### config.mk
export PLATFORM = sky130hd
export DESIGN_NAME = uart_txrx
export DESIGN_NICKNAME = d
export VERILOG_FILES = /design/src/rtl/uart_txrx.sv
export SDC_FILE = /design/constraint.sdc
export NUM_CORES = 1
export LEC_CHECK = 0
export ABC_CLOCK_PERIOD_IN_PS = 3100
export CAP_MARGIN = 20
export CELL_PAD_IN_SITES_DETAIL_PLACEMENT = 2
export CELL_PAD_IN_SITES_GLOBAL_PLACEMENT = 2
export CORE_MARGIN = 4
export CORE_UTILIZATION = 33
export DETAILED_ROUTE_END_ITERATION = 12
export PLACE_DENSITY_LB_ADDON = 0.1
export REMOVE_ABC_BUFFERS = 1
export SLEW_MARGIN = 20
export SYNTH_ARGS = -nofsm -noshare
export SYNTH_HDL_FRONTEND = slang
export SYNTH_SLANG_ARGS = --single-unit
### constraint.sdc
create_clock -name clk_i -period 3.1 [get_ports clk_i]
set_input_delay 0.465 -clock clk_i [delete_from_list [all_inputs] [get_ports clk_i]]
set_output_delay 0.465 -clock clk_i [all_outputs]
set_load 0.02 [all_outputs]
### src/rtl/uart_txrx.sv
// uart_txrx: full-duplex UART with a 16x oversampled transmitter and receiver.
// Both directions share clk_i and one baud divisor (bit = 16*baud_rate_i clocks).
//
// Ports:
//   clk_i, rst_i        clock; synchronous active-high reset
//   baud_rate_i         clocks per oversample tick (0 is treated as 1)
//   tx_data_i/start_i   word to send and its start request
//   tx_o                serial output, idle high
//   tx_busy_o/done_o    frame in progress / last-cycle-of-frame pulse
//   rx_i                asynchronous serial input
//   rx_data_o           last received word
//   rx_parity_error_o   parity status of last frame
//   rx_frame_error_o    stop bit sampled low in last frame
//   rx_done_o           one-cycle pulse per received frame
//
// Build option: define UART_LOOPBACK_EN to feed the receiver from tx_o
// instead of rx_i.

module uart_txrx #(
  parameter int    MAX_WIDTH     = 32,
  parameter int    DATA_WIDTH    = 8,
  parameter int    NUM_STOP_BITS = 1,
  parameter string PARITY_MODE   = "EVEN"
) (
  input  logic                  clk_i,
  input  logic                  rst_i,
  input  logic [MAX_WIDTH-1:0]  baud_rate_i,
  input  logic [DATA_WIDTH-1:0] tx_data_i,
  input  logic                  tx_start_i,
  output logic                  tx_o,
  output logic                  tx_busy_o,
  output logic                  tx_done_o,
  input  logic                  rx_i,
  output logic [DATA_WIDTH-1:0] rx_data_o,
  output logic                  rx_parity_error_o,
  output logic                  rx_frame_error_o,
  output logic                  rx_done_o
);

  localparam bit PAR_EN  = (PARITY_MODE != "NONE");
  localparam bit PAR_ODD = (PARITY_MODE == "ODD");
  localparam int IW      = $clog2(DATA_WIDTH);

  localparam logic [IW-1:0] LAST_IDX =
    IW'(DATA_WIDTH - 1);
  localparam logic LAST_STOP =
    1'(NUM_STOP_BITS - 1);

  typedef enum logic [2:0] {
    S_IDLE,
    S_START,
    S_DATA,
    S_PARITY,
    S_STOP
  } state_t;

  logic [MAX_WIDTH-1:0] div_eff;

  assign div_eff = (baud_rate_i == '0) ?
                   MAX_WIDTH'(1) : baud_rate_i;

  // ------------------------------------------------------------------
  // Transmitter
  // ------------------------------------------------------------------
  state_t                tx_state;
  logic [MAX_WIDTH-1:0]  tx_div;
  logic [MAX_WIDTH-1:0]  tx_cnt;
  logic [3:0]            tx_sub;
  logic [IW-1:0]         tx_idx;
  logic                  tx_stop;
  logic [DATA_WIDTH-1:0] tx_sh;
  logic                  tx_par;

  logic tx_tick;
  logic tx_bit_end;
  logic tx_last_stop;
  logic tx_pre_end;

  always_comb begin
    tx_tick      = (tx_cnt == tx_div - MAX_WIDTH'(1));
    tx_bit_end   = tx_tick && (tx_sub == 4'd15);
    tx_last_stop = (tx_state == S_STOP) &&
                   (tx_stop == LAST_STOP);
    // True one cycle before the final clock of the frame, so the
    // registered done pulse lands exactly on that final clock.
    tx_pre_end   = tx_last_stop && (
      ((tx_sub == 4'd15) &&
       (tx_cnt == tx_div - MAX_WIDTH'(2))) ||
      ((tx_div == MAX_WIDTH'(1)) &&
       (tx_sub == 4'd14)));
  end

  always_ff @(posedge clk_i) begin
    if (rst_i) begin
      tx_state  <= S_IDLE;
      tx_o      <= 1'b1;
      tx_busy_o <= 1'b0;
      tx_done_o <= 1'b0;
      tx_div    <= MAX_WIDTH'(1);
      tx_cnt    <= '0;
      tx_sub    <= '0;
      tx_idx    <= '0;
      tx_stop   <= 1'b0;
      tx_sh     <= '0;
      tx_par    <= 1'b0;
    end else begin
      tx_done_o <= 1'b0;
      if (tx_state == S_IDLE) begin
        if (tx_start_i) begin
          tx_state  <= S_START;
          tx_o      <= 1'b0;
          tx_busy_o <= 1'b1;
          tx_div    <= div_eff;
          tx_cnt    <= '0;
          tx_sub    <= '0;
          tx_idx    <= '0;
          tx_stop   <= 1'b0;
          tx_sh     <= tx_data_i;
          tx_par    <= (^tx_data_i) ^ PAR_ODD;
        end
      end else begin
        tx_cnt <= tx_tick ? '0 : tx_cnt + 1'b1;
        if (tx_tick) begin
          tx_sub <= tx_sub + 4'd1;
        end
        if (tx_pre_end) begin
          tx_done_o <= 1'b1;
        end
        if (tx_bit_end) begin
          unique case (tx_state)
            S_START: begin
              tx_state <= S_DATA;
              tx_o     <= tx_sh[0];
            end
            S_DATA: begin
              if (tx_idx == LAST_IDX) begin
                if (PAR_EN) begin
                  tx_state <= S_PARITY;
                  tx_o     <= tx_par;
                end else begin
                  tx_state <= S_STOP;
                  tx_o     <= 1'b1;
                end
              end else begin
                tx_idx <= tx_idx + 1'b1;
                tx_sh  <= tx_sh >> 1;
                tx_o   <= tx_sh[1];
              end
            end
            S_PARITY: begin
              tx_state <= S_STOP;
              tx_o     <= 1'b1;
            end
            S_STOP: begin
              if (tx_last_stop) begin
                tx_state  <= S_IDLE;
                tx_busy_o <= 1'b0;
              end else begin
                tx_stop <= 1'b1;
              end
              tx_o <= 1'b1;
            end
            default: begin
              tx_state <= S_IDLE;
            end
          endcase
        end
      end
    end
  end

  // ------------------------------------------------------------------
  // Receiver
  // ------------------------------------------------------------------
  logic rx_line;

`ifdef UART_LOOPBACK_EN
  assign rx_line = tx_o | (rx_i & 1'b0);
`else
  assign rx_line = rx_i;
`endif

  logic [1:0] rx_sync;
  logic       rx_s;

  assign rx_s = rx_sync[1];

  state_t                rx_state;
  logic [MAX_WIDTH-1:0]  rx_div;
  logic [MAX_WIDTH-1:0]  rx_cnt;
  logic [3:0]            rx_sub;
  logic [IW-1:0]         rx_idx;
  logic [DATA_WIDTH-1:0] rx_sh;
  logic                  rx_pbit;
  logic                  rx_armed;

  logic rx_tick;
  logic rx_mid;

  always_comb begin
    rx_tick = (rx_cnt == rx_div - MAX_WIDTH'(1));
    rx_mid  = rx_tick && (rx_sub == 4'd15);
  end

  always_ff @(posedge clk_i) begin
    if (rst_i) begin
      rx_sync <= 2'b11;
    end else begin
      rx_sync <= {rx_sync[0], rx_line};
    end
  end

  always_ff @(posedge clk_i) begin
    if (rst_i) begin
      rx_state          <= S_IDLE;
      rx_div            <= MAX_WIDTH'(1);
      rx_cnt            <= '0;
      rx_sub            <= '0;
      rx_idx            <= '0;
      rx_sh             <= '0;
      rx_pbit           <= 1'b0;
      rx_armed          <= 1'b0;
      rx_data_o         <= '0;
      rx_parity_error_o <= 1'b0;
      rx_frame_error_o  <= 1'b0;
      rx_done_o         <= 1'b0;
    end else begin
      rx_done_o <= 1'b0;
      if (rx_state == S_IDLE) begin
        // A start is only taken after the line has been seen high,
        // so a low stop bit cannot re-trigger a phantom frame.
        rx_armed <= rx_armed | rx_s;
        if (rx_armed && !rx_s) begin
          rx_state <= S_START;
          rx_div   <= div_eff;
          rx_cnt   <= '0;
          rx_sub   <= '0;
          rx_idx   <= '0;
        end
      end else begin
        rx_cnt <= rx_tick ? '0 : rx_cnt + 1'b1;
        if (rx_tick) begin
          rx_sub <= rx_sub + 4'd1;
        end
        unique case (rx_state)
          S_START: begin
            if (rx_tick && (rx_sub == 4'd7)) begin
              rx_sub <= '0;
              if (rx_s) begin
                rx_state <= S_IDLE;
              end else begin
                rx_state <= S_DATA;
              end
            end
          end
          S_DATA: begin
            if (rx_mid) begin
              rx_sh  <= {rx_s, rx_sh[DATA_WIDTH-1:1]};
              rx_idx <= rx_idx + 1'b1;
              if (rx_idx == LAST_IDX) begin
                rx_state <= PAR_EN ? S_PARITY : S_STOP;
              end
            end
          end
          S_PARITY: begin
            if (rx_mid) begin
              rx_pbit  <= rx_s;
              rx_state <= S_STOP;
            end
          end
          S_STOP: begin
            if (rx_mid) begin
              rx_data_o         <= rx_sh;
              rx_parity_error_o <= PAR_EN &&
                (((^rx_sh) ^ rx_pbit) != PAR_ODD);
              rx_frame_error_o  <= ~rx_s;
              rx_done_o         <= 1'b1;
              rx_armed          <= rx_s;
              rx_state          <= S_IDLE;
            end
          end
          default: begin
            rx_state <= S_IDLE;
          end
        endcase
      end
    end
  end

endmodule

==> impl_metrics.ini, run 1 <==
[critical_path]
worstPathArrival_ns = 3.90
cp_max_delay_cell = or4_4
critical_path.endpoint = rx_data_o[3]
cp.required_ns = 3.42
timing.critical_path.to_type = register
end_of_the_worst_register_to_register_path = rx_data_o[3]
timing.rr.start = rx_div[20]
ff2ff_setup_slack_ns = -0.48
cp_common_cell = or4_4
cp_max_fo = 6
cp_cell_instances = or4_4 > nor3_4 > nand4_1 > nor4_2 > a211oi_2 > or4_4 > or4_4 > mux2i_1 > nor2_1
r2r.worst_path.cells = 9
critical-path-max-stage-delay_ns = 0.62
setup.worst_path.start_class = register
critical_path_class = register to register
critical_path_start = rx_div[20]

[yosys]
yosys.area_share.simple_pct = 33.33
postSynthRegisterBits = 184
synth_seq_area_share_pct = 32.78
netlist_area_um2 = 11240
ys_async_sr_fraction_pct = 0
synthesis.area_per_instance_um2 = 7.760
dominant_combinational_cell_family_by_area_after_synthesis = simple AND/OR/NAND/NOR gates
synth.yosys.warnings = 0
fraction_of_the_mapped_netlist_area_in_adder_cells_pct = 1.448
synth_edf_count = 0
yosys-mux-area-fraction_pct = 2.795
parity_gate_share_of_the_synthesized_area_counting_xor_and_xnor_cells_pct = 10.91
synth-compound-area-share_pct = 14.72
postSynthCellCount = 1448
synthDistinctLibCells = 81
synth_top_flop_cell = dfxtp_1

[cells_and_area]
mostFrequentLayoutCells = 212 x nand2_1, 211 x buf_4, 164 x dfxtp_1, 84 x nor2_1
mostFrequentLayoutCell = nand2_1
syn_to_final_growth_pct = 44.67
ff_latch_area_um2 = 3716
diodes = 0
multi_input_comb_area_um2 = 8397
fillCellCount = 3576
drive_above_1_share_pct = 31.29
final_nets = 1744

[placement]
gp_congestion = 0.8967
place_ws_ns = -0.4852
place_hpwl_um = 33060
port_buffers = 57

[flow_run]
maxCapViolCount = 0

[global_route]
antenna_found_initial = 0
grt_first_pass_wirelength_um = 75840
first_global_vias = 13180
grt_max_degree = 70
grtUsageTotal_pct = 26.09
grt_overflow = 0

[status]
status = complete, but fails checks
violations = negative setup slack

[sta]
whs_ns = 0.3775
worst_slack_ns = -0.4848
min_period_ns = 3.585
worst_clock_skew_ns = 0.007654
setup_viol = 115
max_freq_ghz = 0.2790
slew_headroom_pct = 39.50
maxSlewViolCount = 0
post-route-period-util_pct = 115.6
rsz0062_at_grt = true
hold_viol_final = 0
worst_slew_pin_slew_ns = 0.9053

[power_and_ir_drop]
power.ir.vdd_worst_mv = 0.4530
clk_pwr_share_pct = 36.2
cell_internal_pwr_mw = 4.805
seq_power_share_pct = 35.5
combinational_share_of_power_pct = 28.3
switchingPower_mw = 2.297
switching_share_pct = 32.34
power-per-cell-area_nw_per_um2 = 436.9
p_leak_nw = 6.355

[cts]
clk_transition_reported_paths_ns = 0.07
tritoncts = done
clk_path_buf_depth = 2
tritoncts.num_buffers = 17
clock-sinks = 184
cts_htree_levels = 4
cts_root_buffer = clkbuf_16
later_pin_clock_latency_in_the_skew_report_ns = 0.46

[drt]
detail-route-antenna-nets = 0
drc_errors = 0
dr_total_vias = 12720
drt-total-wl_um = 56810
wire_per_inst_um = 26.45
drt_iter0_drc = 1084
vias_per_cell = 5.921
detailedRoute.firstPassIterationCount = 5

[floorplanning]
rows = 67
design.die.area_um2 = 37060
initial_core_util_pct = 33.51
die_w_um = 192.5
ios = 58
core_area_um2 = 33530
die_h_um = 192.5

[worst_hold_path]
min_path_type = input pin to register
-- Yosys cell counts, drive strengths merged, types with 5 or more instances --
library cell / count / area [µm²]
nand2: 217 / 814.5
dfxtp: 184 / 3684
nor2: 125 / 469.2
a21oi: 87 / 435.4
xor2: 79 / 691.9
clkbuf: 76 / 285.3
xnor2: 61 / 534.3
nand3: 53 / 265.3
o21ai: 50 / 250.2
nor4: 46 / 357.8
nor3: 41 / 215.2
nand4: 36 / 231.5
mux2i: 28 / 280.3
and3: 23 / 143.9
or4: 23 / 176.4
and2: 20 / 125.1
nor3b: 20 / 150.1
or3: 20 / 125.1
a21o: 19 / 142.6
buf: 18 / 93.84
inv: 18 / 67.56
nand2b: 17 / 106.4
and4: 16 / 140.1
o211ai: 15 / 117.6
ha: 13 / 162.7
a31oi: 12 / 75.07
nand3b: 11 / 82.58
nor2b: 11 / 68.82
a211oi: 10 / 75.07
or2: 10 / 62.56
a311oi: 8 / 70.07
nand4b: 8 / 70.07
o31ai: 7 / 71.32
a21boi: 6 / 45.04
nor4b: 6 / 65.06
o22ai: 5 / 31.28
-- how the worst min path moves through the flow --
| stage | end | startpoint | cells after the start | slack [ns] |
|---|---|---|---|---|
| after floorplan | rx_sync[1] | rx_sync[0] | 1 | 0.39 |
| after global placement | rx_sync[1] | rx_sync[0] | 1 | 0.40 |
| after detailed placement | rx_sync[1] | rx_sync[0] | 1 | 0.41 |
| after CTS | rx_done_o | rst_i | 2 | 0.36 |
| after global routing | rx_frame_error_o | rst_i | 2 | 0.39 |
| final | rx_frame_error_o | rst_i | 2 | 0.38 |
-- per-layer routing --
| layer | global-route usage (%) | routed length [µm] | vias up | share of wire [%] |
|---|---|---|---|---|
| met2 | 43.94 | 27850 | 397 | 49 |
| met1 | 34.29 | 24260 | 6563 | 43 |
| met5 | 0 | 0 | - | 0 |
| met3 | 5.156 | 2932 | 119 | 5.2 |
| li1 | - | - | 5640 | - |
| met4 | 6.665 | 1774 | 0 | 3.1 |
-- power by group through the flow --
stage	logic (mW)	clock network [mW]	registers, mW
3_3_place_gp	1.37	0	2.55
4_1_cts	1.68	2.58	2.50
6_report	2.01	2.57	2.52
2_1_floorplan	0.661	0	2.56
3_5_place_dp	1.41	0	2.55
5_1_grt	2.10	2.70	2.53
-- kinds of logic after synthesis --
| group | count (synthesis) |
|---|---|
| and+or+nand+nor | 711 |
| AOI/OAI and AO/OA | 256 |
| DFF | 184 |
| xor gates and xnor gates | 140 |
| buffers and inverters | 113 |
| muxes | 31 |
| adders and majority gates | 13 |
-- stage by stage --
step                      instances  area (µm²)  power [mW]  util [%]  setup TNS, ns
after floorplan                1354       10860       3.219         -         -47.59
after global placement         2063       13560       3.915     40.44         -19.66
after detailed placement       2063       13560       3.956     40.44         -34.93
after CTS                      2130       15320       6.769     45.68         -15.65
after global routing           2148       16250       7.320     48.47         -46.87
final                          2148       16250       7.102     48.47         -37.11
-- worst max-delay path: cells and delay by family, from the launching register on --
family	cells	cell delay, ns
flip-flops	1	0.32
AO/OA/AOI/OAI	1	0.09
AND/OR/NAND/NOR	7	2.80
multiplexers	1	0.21
-- sequential cells by signal (all words and copies together) (netlist names), 2 cells and up --
signal / flops
rx_state: 3
rx_sh: 8
tx_state: 3
tx_sh: 8
tx_cnt: 32
tx_idx: 3
rx_cnt: 32
rx_div: 32
tx_div: 32
rx_data_o: 8
tx_sub: 4
rx_idx: 3
rx_sub: 4
rx_sync: 2
-- timing repair --
item | CTS | global route
pin swaps | 62 | 111
gates resized for setup | 178 | 203
hold buffers | 0 | 0
cloned | 9 | 5
buffers inserted | 27 | 20
setup endpoints to repair | 116 | 115
-- final cells by class --
cell class,instances,share of cell area [%]
clock inverter,11,1.178
inverter,19,0.4388
timing repair buffer,313,17.52
multi-input combinational,1152,51.66
tap,448,3.449
clock buffer,21,2.894
sequential,184,22.86
Power figures use the tool's default switching activity.
==> inputs of run 2 (changes only) <==
--- a/config.mk
+++ b/config.mk
@@ -14,7 +14,8 @@
 export DETAILED_ROUTE_END_ITERATION = 12
 export PLACE_DENSITY_LB_ADDON = 0.1
 export REMOVE_ABC_BUFFERS = 1
-export SLEW_MARGIN = 20
+export SKIP_LAST_GASP = 1
+export SLEW_MARGIN = 30
 export SYNTH_ARGS = -nofsm -noshare
 export SYNTH_HDL_FRONTEND = slang
 export SYNTH_SLANG_ARGS = --single-unit
==> run 2 against run 1 <==
  * The flow still finishes with violations (negative setup slack)
  * Global-route usage hardly changed
  * Highest routed layer unchanged
  * Critical path depth is 6 higher
  * Cell area is 1.0% lower
  * Largest power group unchanged
  * Via count is 2.1% lower
==> impl_metrics.ini, run 2 (same netlist as run 1, synthesis figures left out) <==
[sta]
slew_headroom_pct = 43.18
setup-tns-final_ns = -27.55
worst_slack_ns = -0.4278
setup_viol = 111
rsz0062_at_grt = true
maxSlewViolCount = 0
worst_clock_skew_ns = 0.006923
min_period_ns = 3.528
worst_slew_pin_slew_ns = 0.8503
hold_viol_final = 0
post-route-period-util_pct = 113.8
max_freq_ghz = 0.2835

[floorplanning]
initial_core_util_pct = 33.51
rows = 67
die_w_um = 192.5
core_area_um2 = 33530
die_h_um = 192.5
design.die.area_um2 = 37060
ios = 58

[global_route]
grt_first_pass_wirelength_um = 75820
grt_max_degree = 70
antenna_found_initial = 0
grt_overflow = 0
grtUsageTotal_pct = 26.09
first_global_vias = 13160

[power_and_ir_drop]
cell_internal_pwr_mw = 4.790
seq_power_share_pct = 35.9
switching_share_pct = 31.60
p_leak_nw = 6.352
switchingPower_mw = 2.213
clk_pwr_share_pct = 36.4
power.ir.vdd_worst_mv = 0.4168
power-per-cell-area_nw_per_um2 = 435.4
combinational_share_of_power_pct = 27.7

[worst_hold_path]
min_from = rst_i
min_path_type = input pin to register
min_path_cells = 2
whs_endpoint = rx_done_o

[drt]
wire_per_inst_um = 25.02
detailedRoute.firstPassIterationCount = 5
dr_total_vias = 12460
drt-total-wl_um = 53720
drt_iter0_drc = 874
met2RoutedLength_um = 26110
vias_per_cell = 5.802
top_signal_layer_used = met4
dr_wl_met3_um = 2405
detail-route-antenna-nets = 0
drc_errors = 0
route.layer.met1.wl_um = 23860

[cts]
tritoncts.num_buffers = 17
cts_root_buffer = clkbuf_16
clk_path_buf_depth = 2
cts_htree_levels = 4
clk_transition_reported_paths_ns = 0.08
clock-sinks = 184
later_pin_clock_latency_in_the_skew_report_ns = 0.46
tritoncts = done

[critical_path]
setup.worst_path.start_class = register
cp_common_cell = buf_6
critical_path_buf_inv_count = 7
ff2ff_setup_slack_ns = -0.43
worstPathArrival_ns = 3.86
critical_path_class = register to register
timing.rr.start = tx_div[13]
cp.required_ns = 3.43
cp_max_fo = 6
cp_cell_instances = buf_6 > nor4_4 > buf_4 > nand4_1 > nor4_2 > buf_4 > xor2_2 > nor4_4 > nand4_1 > buf_6 > o31ai_4 > buf_6 > buf_16 > buf_6 > a311oi_2
cp_max_delay_cell = nor4_2
critical-path-max-stage-delay_ns = 0.40
timing.critical_path.to_type = register
end_of_the_worst_register_to_register_path = tx_sh[5]
critical-path-top-delay-family = simple AND/OR/NAND/NOR gates
r2r.worst_path.cells = 15

[placement]
place_hpwl_um = 33060
place_ws_ns = -0.4852
port_buffers = 57
gp_congestion = 0.8967

[cells_and_area]
mostFrequentLayoutCell = buf_4
drive_above_1_share_pct = 29.96
syn_to_final_growth_pct = 43.15
mostFrequentLayoutCells = 213 x buf_4, 211 x nand2_1, 166 x dfxtp_1, 98 x nor2_1
final_nets = 1743
diodes = 0

[flow_run]
maxCapViolCount = 0

[status]
status = complete, but fails checks
violations = negative setup slack
[run 2: changes by cell type in the layout (fill, tap and decap cells not counted), moves of 3 or more]
| cell | before | now |
|---|---|---|
| nor2_4 | 32 | 18 |
| o21ai_2 | 17 | 13 |
| nor3b_2 | 12 | 15 |
| o21ai_0 | 16 | 21 |
| buf_6 | 30 | 25 |
| nor4_1 | 19 | 22 |
| nor2_1 | 84 | 98 |
[run 2: layout make-up]
| type | count | area, µm² |
|---|---|---|
| multi-input cells | 1152 | 8235 |
| well taps | 448 | 560.5 |
| clock buffers | 21 | 470.5 |
| repair buffers | 312 | 2841 |
| fillers | 3612 | 17450 |
| flip-flops and latches | 184 | 3714 |
| clock inverters | 11 | 191.4 |
| inverters | 19 | 71.32 |
[run 2: per-stage QoR]
step | instances | total power [mW] | utilization [%] | hold slack (ns) | cell area (µm²)
after CTS | 2130 | 6.768 | 45.54 | 0.3573 | 15270
after detailed placement | 2063 | 3.956 | 40.44 | 0.4068 | 13560
after global routing | 2147 | 7.270 | 47.97 | 0.3875 | 16080
after global placement | 2063 | 3.915 | 40.44 | 0.3951 | 13560
after floorplan | 1354 | 3.219 | - | 0.3895 | 10860
final | 2147 | 7.003 | 47.97 | 0.3778 | 16080
[run 2: repair_timing]
action	in CTS	in global routing
setup buffers	27	19
pin swaps	60	85
setup endpoints to repair	116	115
cloned	9	5
resized for setup	166	167
hold buffers	0	0
[run 2: worst max-delay path by stage]
stage | end | slack, ns | from | cells after the start
5_1_grt | tx_sh[5] | -0.52 | tx_div[13] | 15
3_3_place_gp | rx_data_o[3] | -0.37 | rx_div[0] | 10
2_1_floorplan | rx_cnt[16] | -0.87 | rx_div[0] | 10
3_5_place_dp | rx_parity_error_o | -0.49 | rx_div[0] | 10
4_1_cts | rx_data_o[3] | -0.32 | rx_div[1] | 12
6_report | tx_sh[5] | -0.43 | tx_div[13] | 15
[run 2: routing by layer]
metal	vias up	track usage, %
li1	5635	-
met1	6407	34.33
met2	322	43.99
met3	93	5.047
met4	0	6.665
met5	-	0
[run 2: power groups by stage]
stage / Clock (mW) / Combinational (mW) / Sequential [mW]
CTS: 2.58 / 1.68 / 2.50
global placement: 0 / 1.37 / 2.55
detailed placement: 0 / 1.41 / 2.55
global route: 2.70 / 2.05 / 2.52
floorplan: 0 / 0.661 / 2.56
finish: 2.55 / 1.94 / 2.51
==> inputs of run 3 (changes only) <==
--- a/config.mk
+++ b/config.mk
@@ -10,10 +10,13 @@
 export CELL_PAD_IN_SITES_DETAIL_PLACEMENT = 2
 export CELL_PAD_IN_SITES_GLOBAL_PLACEMENT = 2
 export CORE_MARGIN = 4
-export CORE_UTILIZATION = 33
+export CORE_UTILIZATION = 35
 export DETAILED_ROUTE_END_ITERATION = 12
+export DONT_BUFFER_PORTS = 1
+export HOLD_SLACK_MARGIN = 0.06
 export PLACE_DENSITY_LB_ADDON = 0.1
 export REMOVE_ABC_BUFFERS = 1
+export SETUP_SLACK_MARGIN = 0.2
 export SKIP_LAST_GASP = 1
 export SLEW_MARGIN = 30
 export SYNTH_ARGS = -nofsm -noshare
==> run 3 against run 2 <==
  * Via count is 0.26% higher
  * Core utilization rose by 1.5 points
  * The flow still finishes with violations (negative setup slack)
  * Worst setup slack worse by 0.069 ns
  * Register-to-register slack got worse by 0.07 ns
==> impl_metrics.ini, run 3 (same netlist as run 1, synthesis figures left out) <==
[sta]
setup_viol = 115
worst_slew_pin_slew_ns = 1.110
min_period_ns = 3.597
whs_ns = 0.08500
slew_headroom_pct = 25.79
maxSlewViolCount = 0
worst_slack_ns = -0.4968
worst_clock_skew_ns = 0.01371
post-route-period-util_pct = 116.0
max_freq_ghz = 0.2780
setup-tns-final_ns = -36.07
hold_viol_final = 0
rsz0062_at_grt = true

[critical_path]
timing.critical_path.to_type = register
ff2ff_setup_slack_ns = -0.50
end_of_the_worst_register_to_register_path = rx_sub[1]
cp_max_delay_cell = nor4bb_2
cp.required_ns = 3.47
cp.depth = 20
r2r.worst_path.cells = 20
worstPathArrival_ns = 3.97
critical-path-max-stage-delay_ns = 0.46
critical_path_class = register to register
critical_path_buf_inv_count = 10
critical-path-top-delay-family = simple AND/OR/NAND/NOR gates
cp_common_cell = buf_6
setup.worst_path.start_class = register
cp_cell_instances = inv_2 > ha_4 > buf_6 > nor4b_4 > buf_4 > buf_12 > buf_4 > nand2b_1 > nor4bb_2 > nor2_2 > nor2_1 > nand4_1 > nand3b_1 > buf_6 > o21ai_4 > buf_6 > buf_12 > buf_6 > buf_6 > o22ai_2
cp_max_fo = 8
timing.rr.start = rx_div[1]

[floorplanning]
die_h_um = 187.2
initial_core_util_pct = 35.52
die_w_um = 187.2
ios = 58
rows = 65
core_area_um2 = 31640
design.die.area_um2 = 35030

[power_and_ir_drop]
p_leak_nw = 6.195
seq_power_share_pct = 37.5
switching_share_pct = 34.96
clk_pwr_share_pct = 34.2
cell_internal_pwr_mw = 4.364
switchingPower_mw = 2.346
power-per-cell-area_nw_per_um2 = 428.6
combinational_share_of_power_pct = 28.3
power.ir.vdd_worst_mv = 0.4191
fin_total_pwr_mw = 6.710

[worst_hold_path]
whs_endpoint = rx_sh[5]
min_path_cells = 1
min_from = rst_i
min_path_type = input pin to register

[cts]
clock-sinks = 184
clk_transition_reported_paths_ns = 0.08
tritoncts.num_buffers = 17
tritoncts = done
cts_root_buffer = clkbuf_16
clk_path_buf_depth = 2
cts_htree_levels = 4
later_pin_clock_latency_in_the_skew_report_ns = 0.48

[drt]
wire_per_inst_um = 27.54
drt_iter0_drc = 868
drt-total-wl_um = 56720
vias_per_cell = 6.063
detailedRoute.firstPassIterationCount = 5
detail-route-antenna-nets = 0
drc_errors = 0
dr_total_vias = 12490

[global_route]
grt_overflow = 0
first_global_vias = 13180
grt_max_degree = 104
grt_first_pass_wirelength_um = 80070
grtUsageTotal_pct = 28.97
antenna_found_initial = 0

[cells_and_area]
mostFrequentLayoutCells = 214 x nand2_1, 210 x buf_4, 163 x dfxtp_1, 90 x nor2_1, 79 x a21oi_1
final_design_area_no_fill_um2 = 15660
final_nets = 1702
diodes = 0
fillCellCount = 3355
syn_to_final_growth_pct = 39.33
drive_above_1_share_pct = 32.27
mostFrequentLayoutCell = nand2_1

[placement]
place_hpwl_um = 33420
gp_congestion = 0.8698
port_buffers = 0
detailed_place.area_um2 = 12940

[status]
status = complete, but fails checks
violations = negative setup slack

[flow_run]
maxCapViolCount = 0
[run 3: layout make-up]
| class | count | area [µm²] | share of cell area (%) |
|---|---|---|---|
| multi-input cells | 1152 | 8278 | 52.88 |
| flip-flops and latches | 184 | 3712 | 23.71 |
| repair buffers | 271 | 2504 | 15.99 |
| well taps | 402 | 503.0 | 3.213 |
| clock buffers | 17 | 425.4 | 2.717 |
| clock inverters | 15 | 161.4 | 1.031 |
| inverters | 19 | 71.32 | 0.4556 |
[run 3: per-layer routing]
metal | vias up | global-route usage (%) | routed length [µm]
li1 | 5568 | - | -
met1 | 6400 | 38.28 | 24420
met2 | 427 | 48.34 | 27310
met3 | 95 | 6.570 | 3491
met4 | 0 | 6.741 | 1503
met5 | - | 0 | 0
[run 3: power groups by stage]
stage               registers [mW]  clock network (mW)  logic [mW]
floorplan                     2.56                   0       0.661
global placement              2.55                   0        1.26
detailed placement            2.55                   0        1.30
CTS                           2.51                2.31        1.65
global route                  2.52                2.44        1.99
finish                        2.52                2.30        1.90
[run 3: worst max path at each step]
| stage | from | to | slack, ns |
|---|---|---|---|
| floorplan | rx_div[0] | rx_cnt[16] | -0.87 |
| global placement | rx_div[0] | rx_armed | -0.32 |
| detailed placement | rx_div[0] | rx_state[0] | -0.52 |
| CTS | rx_div[1] | rx_armed | -0.26 |
| global route | rx_div[1] | rx_data_o[4] | -0.59 |
| finish | rx_div[1] | rx_sub[1] | -0.50 |
[run 3: through the flow]
| stage | setup slack (ns) | instances | util (%) |
|---|---|---|---|
| after floorplan | -0.8678 | 1354 | - |
| after global placement | -0.3187 | 1961 | 40.91 |
| after detailed placement | -0.5209 | 1961 | 40.91 |
| after CTS | -0.2574 | 2046 | 47.56 |
| after global routing | -0.5915 | 2060 | 49.48 |
| final | -0.4968 | 2060 | 49.48 |
[run 3: repair_timing]
action                                 4_1_cts  5_1_grt
buffers inserted                            32       14
gates resized for setup                    238      114
pin swaps                                  114       56
setup endpoints to repair                  116      118
endpoints found under the hold margin        9        0
cloned                                      11        0
hold buffers                                10        0
[run 3: worst register-to-register path: stages (launching register included)]
cell and delay [ns]:
dfxtp_2 0.33, inv_2 0.07, ha_4 0.15, buf_6 0.11, nor4b_4 0.25, buf_4 0.19
buf_12 0.12, buf_4 0.10, nand2b_1 0.12, nor4bb_2 0.46, nor2_2 0.14, nor2_1 0.15
nand4_1 0.20, nand3b_1 0.29, buf_6 0.19, o21ai_4 0.16, buf_6 0.12, buf_12 0.12
buf_6 0.10, buf_6 0.08, o22ai_2 0.04
